===== src/rtl/enc4x2_neg_buf_if.sv =====
// Handshake bundle for enc4x2_neg_buf: sample strobe and active-low lines in,
// queued {err, code} entries out over valid/ready with full/overflow status.
interface enc4x2_neg_buf_if;
  logic       en;
  logic [3:0] d_n;
  logic       out_ready;
  logic       out_valid;
  logic [1:0] out_code;
  logic       out_err;
  logic       full;
  logic       ovf;

  modport master (
    output en, d_n, out_ready,
    input  out_valid, out_code, out_err, full, ovf
  );

  modport slave (
    input  en, d_n, out_ready,
    output out_valid, out_code, out_err, full, ovf
  );
endinterface


===== src/rtl/enc4x2_neg_buf.sv =====
// Registered 4-to-2 encoder for active-low one-hot lines feeding a DEPTH-entry FIFO.
// Optional macro ENC_CHANGE_ONLY_EN suppresses pushes that repeat the last pushed entry.
module enc4x2_neg_buf #(
  parameter int DEPTH = 4
) (
  input logic            clk,
  input logic            rst_n,
  enc4x2_neg_buf_if.slave bus
);
  localparam int AW = (DEPTH > 1) ? $clog2(DEPTH) : 1;
  localparam int CW = AW + 1;

  // Returns {err, code}: highest asserted index, err unless exactly one line is low.
  function automatic logic [2:0] enc_f(input logic [3:0] d_n);
    logic [3:0] a;
    logic [1:0] code;
    logic       err;
    a = ~d_n;
    if (a[3]) begin
      code = 2'd3;
    end else if (a[2]) begin
      code = 2'd2;
    end else if (a[1]) begin
      code = 2'd1;
    end else begin
      code = 2'd0;
    end
    case (a)
      4'b0001, 4'b0010, 4'b0100, 4'b1000: err = 1'b0;
      default:                            err = 1'b1;
    endcase
    return {err, code};
  endfunction

  logic [2:0]    mem_r [DEPTH];
  logic [AW-1:0] wr_ptr_r;
  logic [AW-1:0] rd_ptr_r;
  logic [CW-1:0] count_r;
  logic          ovf_r;
  logic [2:0]    ent_s;
  logic          empty_s;
  logic          full_s;
  logic          pop_s;
  logic          req_s;
  logic          push_s;
  logic          drop_s;

`ifdef ENC_CHANGE_ONLY_EN
  logic [2:0] last_ent_r;
  logic       last_vld_r;
`endif

  always_comb begin
    ent_s   = enc_f(bus.d_n);
    empty_s = (count_r == {CW{1'b0}});
    full_s  = (count_r == CW'(DEPTH));
    pop_s   = !empty_s && bus.out_ready;
`ifdef ENC_CHANGE_ONLY_EN
    req_s   = bus.en && !(last_vld_r && (ent_s == last_ent_r));
`else
    req_s   = bus.en;
`endif
    // A full FIFO still takes a write when the head leaves on the same edge.
    push_s  = req_s && (!full_s || pop_s);
    drop_s  = req_s && full_s && !pop_s;
  end

  // Pointer, occupancy and overflow state with synchronous active-low reset.
  always_ff @(posedge clk) begin
    if (!rst_n) begin
      wr_ptr_r <= {AW{1'b0}};
      rd_ptr_r <= {AW{1'b0}};
      count_r  <= {CW{1'b0}};
      ovf_r    <= 1'b0;
    end else begin
      if (push_s) begin
        wr_ptr_r <= wr_ptr_r + AW'(1);
      end
      if (pop_s) begin
        rd_ptr_r <= rd_ptr_r + AW'(1);
      end
      if (push_s && !pop_s) begin
        count_r <= count_r + CW'(1);
      end else if (pop_s && !push_s) begin
        count_r <= count_r - CW'(1);
      end
      if (drop_s) begin
        ovf_r <= 1'b1;
      end
    end
  end

`ifdef ENC_CHANGE_ONLY_EN
  // Last pushed entry; invalid after reset so the first strobe always pushes.
  always_ff @(posedge clk) begin
    if (!rst_n) begin
      last_ent_r <= 3'b000;
      last_vld_r <= 1'b0;
    end else if (push_s) begin
      last_ent_r <= ent_s;
      last_vld_r <= 1'b1;
    end
  end
`endif

  // Storage needs no reset: entries are only visible through count_r.
  always_ff @(posedge clk) begin
    if (push_s) begin
      mem_r[wr_ptr_r] <= ent_s;
    end
  end

  assign bus.out_valid = !empty_s;
  assign bus.full      = full_s;
  assign bus.ovf       = ovf_r;
  assign bus.out_code  = empty_s ? 2'b00 : mem_r[rd_ptr_r][1:0];
  assign bus.out_err   = empty_s ? 1'b0  : mem_r[rd_ptr_r][2];
endmodule


===== src/flat_wrapper.sv =====
// flat-port wrapper written by rule: the top's interface ports become plain ports
module enc4x2_neg_buf_flat 
#(
  parameter int DEPTH = 4
)
  (clk, rst_n, bus_en, bus_d_n, bus_out_ready, bus_out_valid, bus_out_code, bus_out_err, bus_full, bus_ovf);
  enc4x2_neg_buf_if bus_i ();
  input logic clk;
  input logic rst_n;
  input wire logic [$bits(bus_i.en)-1:0] bus_en;
  input wire logic [$bits(bus_i.d_n)-1:0] bus_d_n;
  input wire logic [$bits(bus_i.out_ready)-1:0] bus_out_ready;
  output wire logic [$bits(bus_i.out_valid)-1:0] bus_out_valid;
  output wire logic [$bits(bus_i.out_code)-1:0] bus_out_code;
  output wire logic [$bits(bus_i.out_err)-1:0] bus_out_err;
  output wire logic [$bits(bus_i.full)-1:0] bus_full;
  output wire logic [$bits(bus_i.ovf)-1:0] bus_ovf;
  assign bus_i.en = bus_en;
  assign bus_i.d_n = bus_d_n;
  assign bus_i.out_ready = bus_out_ready;
  assign bus_out_valid = bus_i.out_valid;
  assign bus_out_code = bus_i.out_code;
  assign bus_out_err = bus_i.out_err;
  assign bus_full = bus_i.full;
  assign bus_ovf = bus_i.ovf;
  enc4x2_neg_buf #(.DEPTH(DEPTH)) u_core (.clk(clk), .rst_n(rst_n), .bus(bus_i));
endmodule

===== config.mk =====
export PLATFORM = sky130hd
export DESIGN_NAME = enc4x2_neg_buf_flat
export DESIGN_NICKNAME = d
export VERILOG_FILES = /design/src/rtl/enc4x2_neg_buf_if.sv /design/src/rtl/enc4x2_neg_buf.sv /design/src/flat_wrapper.sv
export SDC_FILE = /design/constraint.sdc
export NUM_CORES = 1
export LEC_CHECK = 0
export CAP_MARGIN = 0
export CORE_MARGIN = 5
export CORE_UTILIZATION = 52
export DETAILED_ROUTE_END_ITERATION = 16
export MAX_ROUTING_LAYER = met4
export PLACE_DENSITY = 0.76
export SLEW_MARGIN = 20
export SYNTH_ARGS = -nofsm -noshare
export SYNTH_HDL_FRONTEND = slang
export SYNTH_SLANG_ARGS = --single-unit
export TNS_END_PERCENT = 10

===== constraint.sdc =====
create_clock -name clk -period 2.6 [get_ports clk]
set_input_delay 0.52 -clock clk [delete_from_list [all_inputs] [get_ports clk]]
set_output_delay 0.52 -clock clk [all_outputs]
set_load 0.03 [all_outputs]

; Yosys cells after proc, flatten, opt, wreduce, memory -nomap -nowiden
; Memories as Yosys holds them, arrays and structs flattened. A register that Yosys moved wholly into a read port is not among the register bits.
; Index checks and enable logic that the tools add are counted.
[totals]
register_bits = 8
ramBits = 12
inputBits = 8
output_inout_bits = 6
elab_cells = 41
mem_count = 1
[classes]
addsub = 4
n_eq_ne = 5
mux = 12
bitwise = 1
reduce_logical = 14
[memory_table]
columns = memory, words, width, read_ports, rd_clocked_by_memory_dff, write_ports, line_no
row1 = u_core.mem_r, 4, 3, 1, 1, 1, enc4x2_neg_buf.sv:35  ; logic [2:0] mem_r [DEPTH];
[ops]
columns = cell, count
row1 = $mux W2, 5
row2 = $logic_and A1 B1 Y1, 6
row3 = $mux W3, 2
row4 = $mux W1, 5
row5 = $add A2 B1 Y2 const B, 2
row6 = $eq A4 B1 Y1 const B, 1
row7 = $eq A4 B2 Y1 const B, 1
row8 = $eq A4 B3 Y1 const B, 1
row9 = $eq A4 B4 Y1 const B, 1
row10 = $logic_not A1 Y1, 4
row11 = $not A4 Y4, 1
row12 = $reduce_or A4 Y1, 1
row13 = $add A3 B1 Y3 const B, 1
row14 = $eq A3 B3 Y1 const B, 1
row15 = $logic_not A3 Y1, 1
row16 = $sub A3 B1 Y3 const B, 1
row17 = $reduce_bool A2 Y1, 1
row18 = $logic_or A1 B1 Y1, 1

; Longest topological paths before layout
; Gate-level depths: netlist of run 1.
[depth]
ltp_word = 9
ltp_mapped = 9
mapped_depth_nobuf = 8

; Worst setup path after synthesis of run 1
; OpenSTA, ideal clock, no wires.
[synth_path]
kind = input -> register
startpoint = input bus_out_ready
endpoint = register u_core.count_r[2]
setup_ps = 76
arrival_time_ps = 2044
t_required_ps = 2524
path_slack_ps = 481
stages = 9
n_path_buf = 1
path_cell_list = nor4b_2 > nor2b_1 > buf_2 > ha_1 > inv_1 > fa_1 > xor2_1 > or3_1 > a21boi_0
[synth_via]
elab_chain_len = 6
elab_cells_between_ends = 9
classes_between = mux: 1 / reduce/logical: 8
[synth_rtl]
columns = item, line_no
row1 = from (decl), flat_wrapper.sv:12  ; input wire logic [$bits(bus_i.out_ready)-1:0] bus_out_ready;
row2 = $logic_and A1 B1 Y1 (*), enc4x2_neg_buf.sv:57  ; pop_s = !empty_s && bus.out_ready;
row3 = $logic_or A1 B1 Y1 (*), enc4x2_neg_buf.sv:64  ; push_s = req_s && (!full_s || pop_s);
row4 = $logic_and A1 B1 Y1 (*), enc4x2_neg_buf.sv:64
row5 = via u_core.push_s, enc4x2_neg_buf.sv:45  ; logic push_s;
row6 = $logic_not A1 Y1, enc4x2_neg_buf.sv:84  ; end else if (pop_s && !push_s) begin
row7 = $logic_and A1 B1 Y1, enc4x2_neg_buf.sv:84
row8 = $reduce_bool A2 Y1 (no line), n/a
row9 = to (signal assigned), enc4x2_neg_buf.sv:73  ; count_r <= {CW{1'b0}};
row10 = to (signal assigned), enc4x2_neg_buf.sv:83  ; count_r <= count_r + CW'(1);
row11 = to (signal assigned), enc4x2_neg_buf.sv:85  ; count_r <= count_r - CW'(1);
row12 = to (decl), enc4x2_neg_buf.sv:38  ; logic [CW-1:0] count_r;
; The timed path passes the listed nets; every way through them passes the cells marked *.
; A chain may end at the register's enable or synchronous reset.

==> metrics.md, run 1 <==
| Metric | Value |
|---|---|
| Root Buffer | `clkbuf_4` |
| CTS tree | `yes` |
| Post-Place Worst Slack | `-0.03033 ns` |
| Die Width | `54.31 um` |
| Worst Tran Pin Value | `0.4023 ns` |
| Placer Congestion | `0.6974` |
| Synth Cell Area | `1021 um^2` |
| Gr ovfl total | `0` |
| Largest net degree at the start of global routing | `14` |
| Mapped Nets | `94` |
| Largest area contributor in the netlist | `edfxtp_1` |
| FF+latch area | `561.8 um^2` |
| Fin Setup TNS | `0 ns` |
| Pwr Density | `1025 nW/um^2` |
| Initial antenna violation count | `0` |
| Post-layout min period | `2.462 ns` |
| Core Util, Final | `65.56%` |
| Routed len/inst | `12.39 um` |
| Layout cell share with drive strength beyond 1 | `14.14%` |
| Sw Pwr | `0.0004303 W` |
| WS Path Type | `reg2out` |
| GRT Total Usage | `13.95%` |
| Hold Path Class | `reg2reg` |
| Synth area leaders | `edfxtp_1 (35%), dfxtp_1 (20%), mux4_2 (6.6%)` |
| Maximum vdd ir drop | `0.5096 mV` |
| Layout Skew | `0.004646 ns` |
| Yosys top cell area share | `35.29%` |
| Post-Synthesis Cells | `80` |
| Post-route ant nets | `0` |
| Slew headroom | `73.05%` |
| Register area share after synthesis | `54.90%` |
| Vias in the first global route | `642` |
| Dpl hpwl | `1288 um` |
| Detailed-route DRC error count | `0` |
| Via density | `5.119` |
| Lkg Pwr | `0.4650 nW` |
| Clock share of power | `19.7%` |
| Syn. warnings | `0` |
| Period utilization | `94.68%` |
| Row count | `16` |
| Via total after detailed routing | `645` |
| Flop pwr share | `38.8%` |
| Die area | `2950 um^2` |
| Setup ws final | `0.1384 ns` |
| Crit-path max FO | `3` |
| Sink Count | `22` |
| First-pass GRT wire length | `2760 um` |
| Design internal power | `0.0008618 W` |
| Initial Util | `53.12%` |
| Area of the multi-input gates | `432.9 um^2` |
| Post CTS Setup Buffer Count | `0` |
| CP Launch Type | `register` |
| IO Count | `14` |
| Die Span Y | `54.31 um` |
| Nets | `114` |
| Endpoints failing setup | `0` |
| Routed WL | `1561 um` |
| Switching share of power | `33.30%` |
| Hold Startpoint | `u_core.rd_ptr_r[1]` |
| Gate power share | `41.5%` |
| FF+latch count, synth | `22` |
| Max Root-Sink Buffers | `2` |
| Iteration-0 DRC Markers | `5` |
| Final hold violation count | `0` |
| Clock transition at path regs | `0.11 ns` |
| Post-Place Cells | `122` |
| RSZ-0062 raised after global routing | `false` |
| Htree depth | `1` |
| Port bufs | `13` |
| Syn Area/Cell | `12.76 um^2` |
| CP endpoint kind | `output pin` |
| Reg-to-reg startpoint | `u_core.count_r[0]` |
| Max Freq | `406.2 MHz` |
| Status | `finished, final reports clean` |
| Layout area overhead | `23.41%` |
| Core box area | `1922 um^2` |
| Max-slew violations | `0` |
| Diode count | `0` |
| Fill cells | `156` |
| Final cell count without fillers | `126` |
| Worst Path Required | `2.08 ns` |
| Total of max-cap violations | `0` |
| First-pass detailed-route iteration total | `4` |
| Synth cell types | `27` |
| Clock latency at the later pin of the worst-skew pair | `0.30 ns` |
| CTS buffer count | `3` |
| WP data arrival | `1.94 ns` |
-- synth_stat cells --
| cell | count |
|---|---|
| and2_1 | 7 |
| nor3_1 | 1 |
| xnor2_1 | 2 |
| a31oi_1 | 1 |
| buf_2 | 1 |
| fa_1 | 1 |
| clkbuf_1 | 1 |
| edfxtp_1 | 12 |
| nand2_1 | 6 |
| a21boi_0 | 1 |
| nand4b_1 | 1 |
| nor2b_1 | 5 |
| or3_1 | 2 |
| nand3_1 | 1 |
| ha_1 | 5 |
| and2b_1 | 1 |
| a21boi_1 | 1 |
| xor2_1 | 2 |
| dfxtp_1 | 10 |
| o31ai_2 | 1 |
| mux4_2 | 3 |
| a21oi_1 | 1 |
| inv_1 | 5 |
| o21ai_0 | 4 |
| nor4b_2 | 1 |
| nor3b_1 | 1 |
| mux2i_1 | 3 |
-- per-layer routing --
| layer | part of all wire [%] | GRT usage, % |
|---|---|---|
| met2 | 53 | 22.71 |
| met5 | 0 | - |
| met1 | 42 | 15.85 |
| met3 | 3.5 | 4.905 |
| met4 | 1.2 | 4.979 |
-- cell type report --
cell class	instances	area share [%]
well taps	27	2.681
repair buffers	17	12.71
clock inverters	1	2.383
inverters	5	1.490
multi-input cells	51	34.36
clock buffers	3	1.787
flip-flops and latches	22	44.59
-- what timing repair did --
item	CTS	global route
hold buffers	0	0
endpoints found under the setup margin	0	3
gates resized for setup	0	1
-- logic make-up after synthesis --
kind of cell	synth area share, %
AO/OA/AOI/OAI	5.760
AND/OR/NAND/NOR	15.56
flip-flops	54.90
buffers and inverters	2.695
multiplexers	9.558
adder cells (fa/ha/maj)	8.088
XOR/XNOR	3.432
-- sequential cells by signal, indices dropped and copies added (netlist names), named ones only --
register,cells
u_core.count_r,3
u_core.bus.ovf,1
u_core.wr_ptr_r,2
u_core.mem_r,12
u_core.rd_ptr_r,2
-- placed cells by master, fill, tap and decap left out --
cell and count:
o31ai_2 1, clkbuf_4 3, nor3b_1 1, bufinv_16 1
xor2_1 2, nand3_1 1, o21ai_0 4, xnor2_1 2
or3_1 2, nand2_1 6, buf_4 4, nand4b_1 1
inv_1 5, mux2i_1 3, nor3_1 1, clkdlybuf4s50_1 13
a21oi_1 1, a21boi_0 1, fa_1 1, nor2b_1 5
a31oi_1 1, dfxtp_1 9, mux4_2 3, dfxtp_2 1
nor4b_2 1, a21boi_1 1, and2_1 7, edfxtp_1 12
ha_1 5, and2b_1 1
-- path summary, 6_finish.rpt --
path,to,slack [ns],cells past startpoint
worst max-delay path,bus_out_err,0.14,3
worst min register to register,u_core.rd_ptr_r[1],0.51,2
worst min-delay path,u_core.rd_ptr_r[1],0.51,2
worst max register to register,u_core.count_r[2],0.42,7
-- critical path, cell delays in order (launching register included) --
cell	delay, ns
dfxtp_2	0.40
mux4_2	0.49
and2b_1	0.16
clkdlybuf4s50_1	0.58
-- per-stage QoR --
stage	hold slack (ns)	area (um^2)	power, W
6_report	0.5053	1260	0.001292
3_3_place_gp	0.4714	1206	0.001030
3_5_place_dp	0.4798	1206	0.001054
5_1_grt	0.5378	1260	0.001385
4_1_cts	0.5115	1259	0.001309
2_1_floorplan	0.4560	1021	0.0008503
-- power by group through the flow --
stage	Sequential [W]	Combinational [W]	Clock, W
3_5_place_dp	0.000508	0.000547	0
3_3_place_gp	0.000505	0.000525	0
5_1_grt	0.000516	0.000595	0.000274
2_1_floorplan	0.000494	0.000356	0
6_report	0.000501	0.000537	0.000254
4_1_cts	0.000501	0.000547	0.000261
(Power assumes the default switching activity.)
==> inputs of run 2 (changes only) <==
--- a/config.mk
+++ b/config.mk
@@ -15,4 +15,4 @@
 export SYNTH_ARGS = -nofsm -noshare
 export SYNTH_HDL_FRONTEND = slang
 export SYNTH_SLANG_ARGS = --single-unit
-export TNS_END_PERCENT = 10
+export TNS_END_PERCENT = 5
==> results of run 2 <==
Final layout, timing and power as in run 1 (identical DEF).
==> inputs of run 3 (changes only) <==
--- a/config.mk
+++ b/config.mk
@@ -7,10 +7,10 @@
 export LEC_CHECK = 0
 export CAP_MARGIN = 0
 export CORE_MARGIN = 5
-export CORE_UTILIZATION = 52
+export CORE_UTILIZATION = 55
 export DETAILED_ROUTE_END_ITERATION = 16
 export MAX_ROUTING_LAYER = met4
-export PLACE_DENSITY = 0.76
+export PLACE_DENSITY = 0.8
 export SLEW_MARGIN = 20
 export SYNTH_ARGS = -nofsm -noshare
 export SYNTH_HDL_FRONTEND = slang
==> constraint.sdc (replaced) <==
create_clock -name clk -period 3 [get_ports clk]
set_input_delay 0.6 -clock clk [delete_from_list [all_inputs] [get_ports clk]]
set_output_delay 0.6 -clock clk [all_outputs]
set_load 0.03 [all_outputs]
==> run 3 against run 2 <==
  * Sequential power is 14% lower
  * Largest cell class unchanged
  * Sequential share of layout area is 1.8 points higher
  * Global-route usage decreased by 1.2 points
  * Combinational power shrank 17%
  * Non-clock buffer count down 3
  * Register-to-register slack improved by 0.43 ns
  * Critical path depth stayed put
  * Sequential cell count did not move
  * Cell count is 4.0% lower
  * Die area decreased by 4.5%
==> metrics.md, run 3 (synthesis results as in run 1) <==
| Metric | Value |
|---|---|
| Most common cell after layout, fill and taps aside | `clkdlybuf4s50_1` |
| Vias in the first global route | `588 (-8.4%)` |
| RSZ-0062 raised after global routing | `false` |
| Port bufs | `13 (unchanged)` |
| Routed WL | `1479 um (-5.3%)` |
| Hold-fix buffers, CTS | `0 (unchanged)` |
| Htree depth | `1 (unchanged)` |
| Worst Setup SP | `u_core.count_r[0]` |
| Final hold violation count | `0 (unchanged)` |
| Crit-path max FO | `6 (+3)` |
| Slew headroom | `65.19% (-7.9 points)` |
| WS Path Type | `reg2out` |
| Status | `finished, final reports clean` |
| Post CTS Setup Buffer Count | `0 (unchanged)` |
| IO Count | `14 (unchanged)` |
| Core box area | `1745 um^2 (-9.2%)` |
| Initial Util | `58.49% (+5.4 points)` |
| Placer Congestion | `0.6919 (-0.79%)` |
| End of the critical path | `bus_out_err` |
| Reg2Reg Depth | `7 (unchanged)` |
| Max-slew violations | `0 (unchanged)` |
| Via total after detailed routing | `606 (-6.0%)` |
| Diode count | `0 (unchanged)` |
| Gr ovfl total | `0 (unchanged)` |
| CTS resizes | `0 (unchanged)` |
| Total chip power | `0.001007 W (-22%)` |
| Post-layout min period | `2.608 ns` |
| Worst Tran Pin Value | `0.5182 ns (+0.1159 ns)` |
| Fill cells | `131 (-16%)` |
| Row count | `15 (-1)` |
| Hold Startpoint | `u_core.rd_ptr_r[1]` |
| Lkg Pwr | `0.4371 nW (-6.0%)` |
| Endpoints failing setup | `0 (unchanged)` |
| Max Root-Sink Buffers | `2 (unchanged)` |
| CP endpoint kind | `output pin` |
| Post-route ant nets | `0 (unchanged)` |
| Clock latency at the later pin of the worst-skew pair | `0.29 ns (about the same)` |
| Root Buffer | `clkbuf_4` |
| CTS buffer count | `3 (unchanged)` |
| Die Width | `53.09 um (-2.3%)` |
| GRT Total Usage | `12.73% (-1.2 points)` |
| Die Span Y | `53.09 um (-2.3%)` |
| Layout cell share with drive strength beyond 1 | `9.375% (-4.8 points)` |
| Clock transition at path regs | `0.10 ns (about the same)` |
| Max FFs per register | `12 (unchanged)` |
| Setup slack, reg-to-reg | `0.85 ns (+0.43 ns)` |
| Period utilization | `86.92%` |
| WP data arrival | `2.01 ns (+0.07 ns)` |
| Layout area overhead | `18.26%` |
| Sink Count | `22 (unchanged)` |
| Layout Skew | `0.005154 ns (+0.0005082 ns)` |
| Most frequent cells in the layout | `clkdlybuf4s50_1 (13), edfxtp_1 (12), dfxtp_1 (10)` |
| Total of max-cap violations | `0 (unchanged)` |
| Top Registers | `u_core.mem_r x12, u_core.count_r x3` |
| CP Launch Type | `register` |
| Detailed-route DRC error count | `0 (unchanged)` |
| Maximum vdd ir drop | `0.4119 mV (-19%)` |
| WHS Path Cells | `2 (unchanged)` |
| Dpl hpwl | `1194 um (-7.4%)` |
| Initial antenna violation count | `0 (unchanged)` |
| First-pass GRT wire length | `2470 um (-11%)` |
| Reg-to-reg startpoint | `u_core.count_r[0]` |
| Largest net degree at the start of global routing | `13 (-1)` |
| Hold Path Class | `reg2reg` |
| Fin Setup TNS | `0 ns (unchanged)` |
| Nets | `111 (-2.6%)` |
| First-pass detailed-route iteration total | `3 (-1)` |
| Pwr Density | `833.9 nW/um^2 (-19%)` |
| Iteration-0 DRC Markers | `8 (+3)` |
| Reg2reg end | `u_core.count_r[2]` |
| Worst Path Required | `2.40 ns (+0.32 ns)` |
| Die area | `2818 um^2 (-4.5%)` |
| Routed len/inst | `12.22 um (-1.3%)` |
| Via density | `5.008 (-2.2%)` |
| CTS tree | `yes` |
| Max Freq | `383.5 MHz` |
| Biggest register | `u_core.mem_r` |
==> run 3: layout make-up <==
| type | count | area (um^2) | area share, % |
|---|---|---|---|
| Tap cell | 25 | 31.28 | 2.591 |
| Sequential cell | 22 | 560.5 | 46.42 |
| Multi-Input combinational cell | 51 | 432.9 | 35.85 |
| Inverter | 5 | 18.77 | 1.554 |
| Clock buffer | 4 | 26.28 | 2.176 |
| Timing Repair Buffer | 14 | 137.6 | 11.40 |
==> run 3: where the power goes <==
part	total [W]	leakage, nW	internal [W]	switching (W)
Clock	0.000130	0.0150	0.0000516	0.0000779
Sequential	0.000432	0.189	0.000372	0.0000594
Combinational	0.000445	0.233	0.000222	0.000224
==> run 3: worst min path at each step <==
stage | endpoint | slack, ns
CTS | u_core.rd_ptr_r[1] | 0.50
detailed placement | u_core.rd_ptr_r[1] | 0.47
global placement | u_core.rd_ptr_r[1] | 0.47
floorplan | register | 0.46
finish | u_core.rd_ptr_r[1] | 0.49
global route | u_core.wr_ptr_r[1] | 0.54
==> run 3: per-layer routing <==
metal	GRT usage (%)	up-vias	wire (um)
met5	-	-	0
met4	1.277	0	6
met3	4.225	2	57
met2	20.66	11	680
met1	16.12	279	734
li1	-	314	-
==> run 3: worst max-delay path, stage by stage, from the launching register on <==
cell             delay (ns)
dfxtp_1                0.41
nor3_1                 0.49
and2b_1                0.24
clkdlybuf4s50_1        0.58
==> run 3: stage by stage <==
step	instance area, um^2	instances	hold slack [ns]	util (%)	worst slack [ns]
after floorplan	1021	80	0.4560	-	0.8006
after global placement	1181	117	0.4690	67.67	0.3049
after detailed placement	1181	117	0.4749	67.67	0.2523
after CTS	1207	121	0.4958	69.18	0.3392
after global routing	1207	121	0.5419	69.18	0.1981
final	1207	121	0.4907	69.18	0.3924
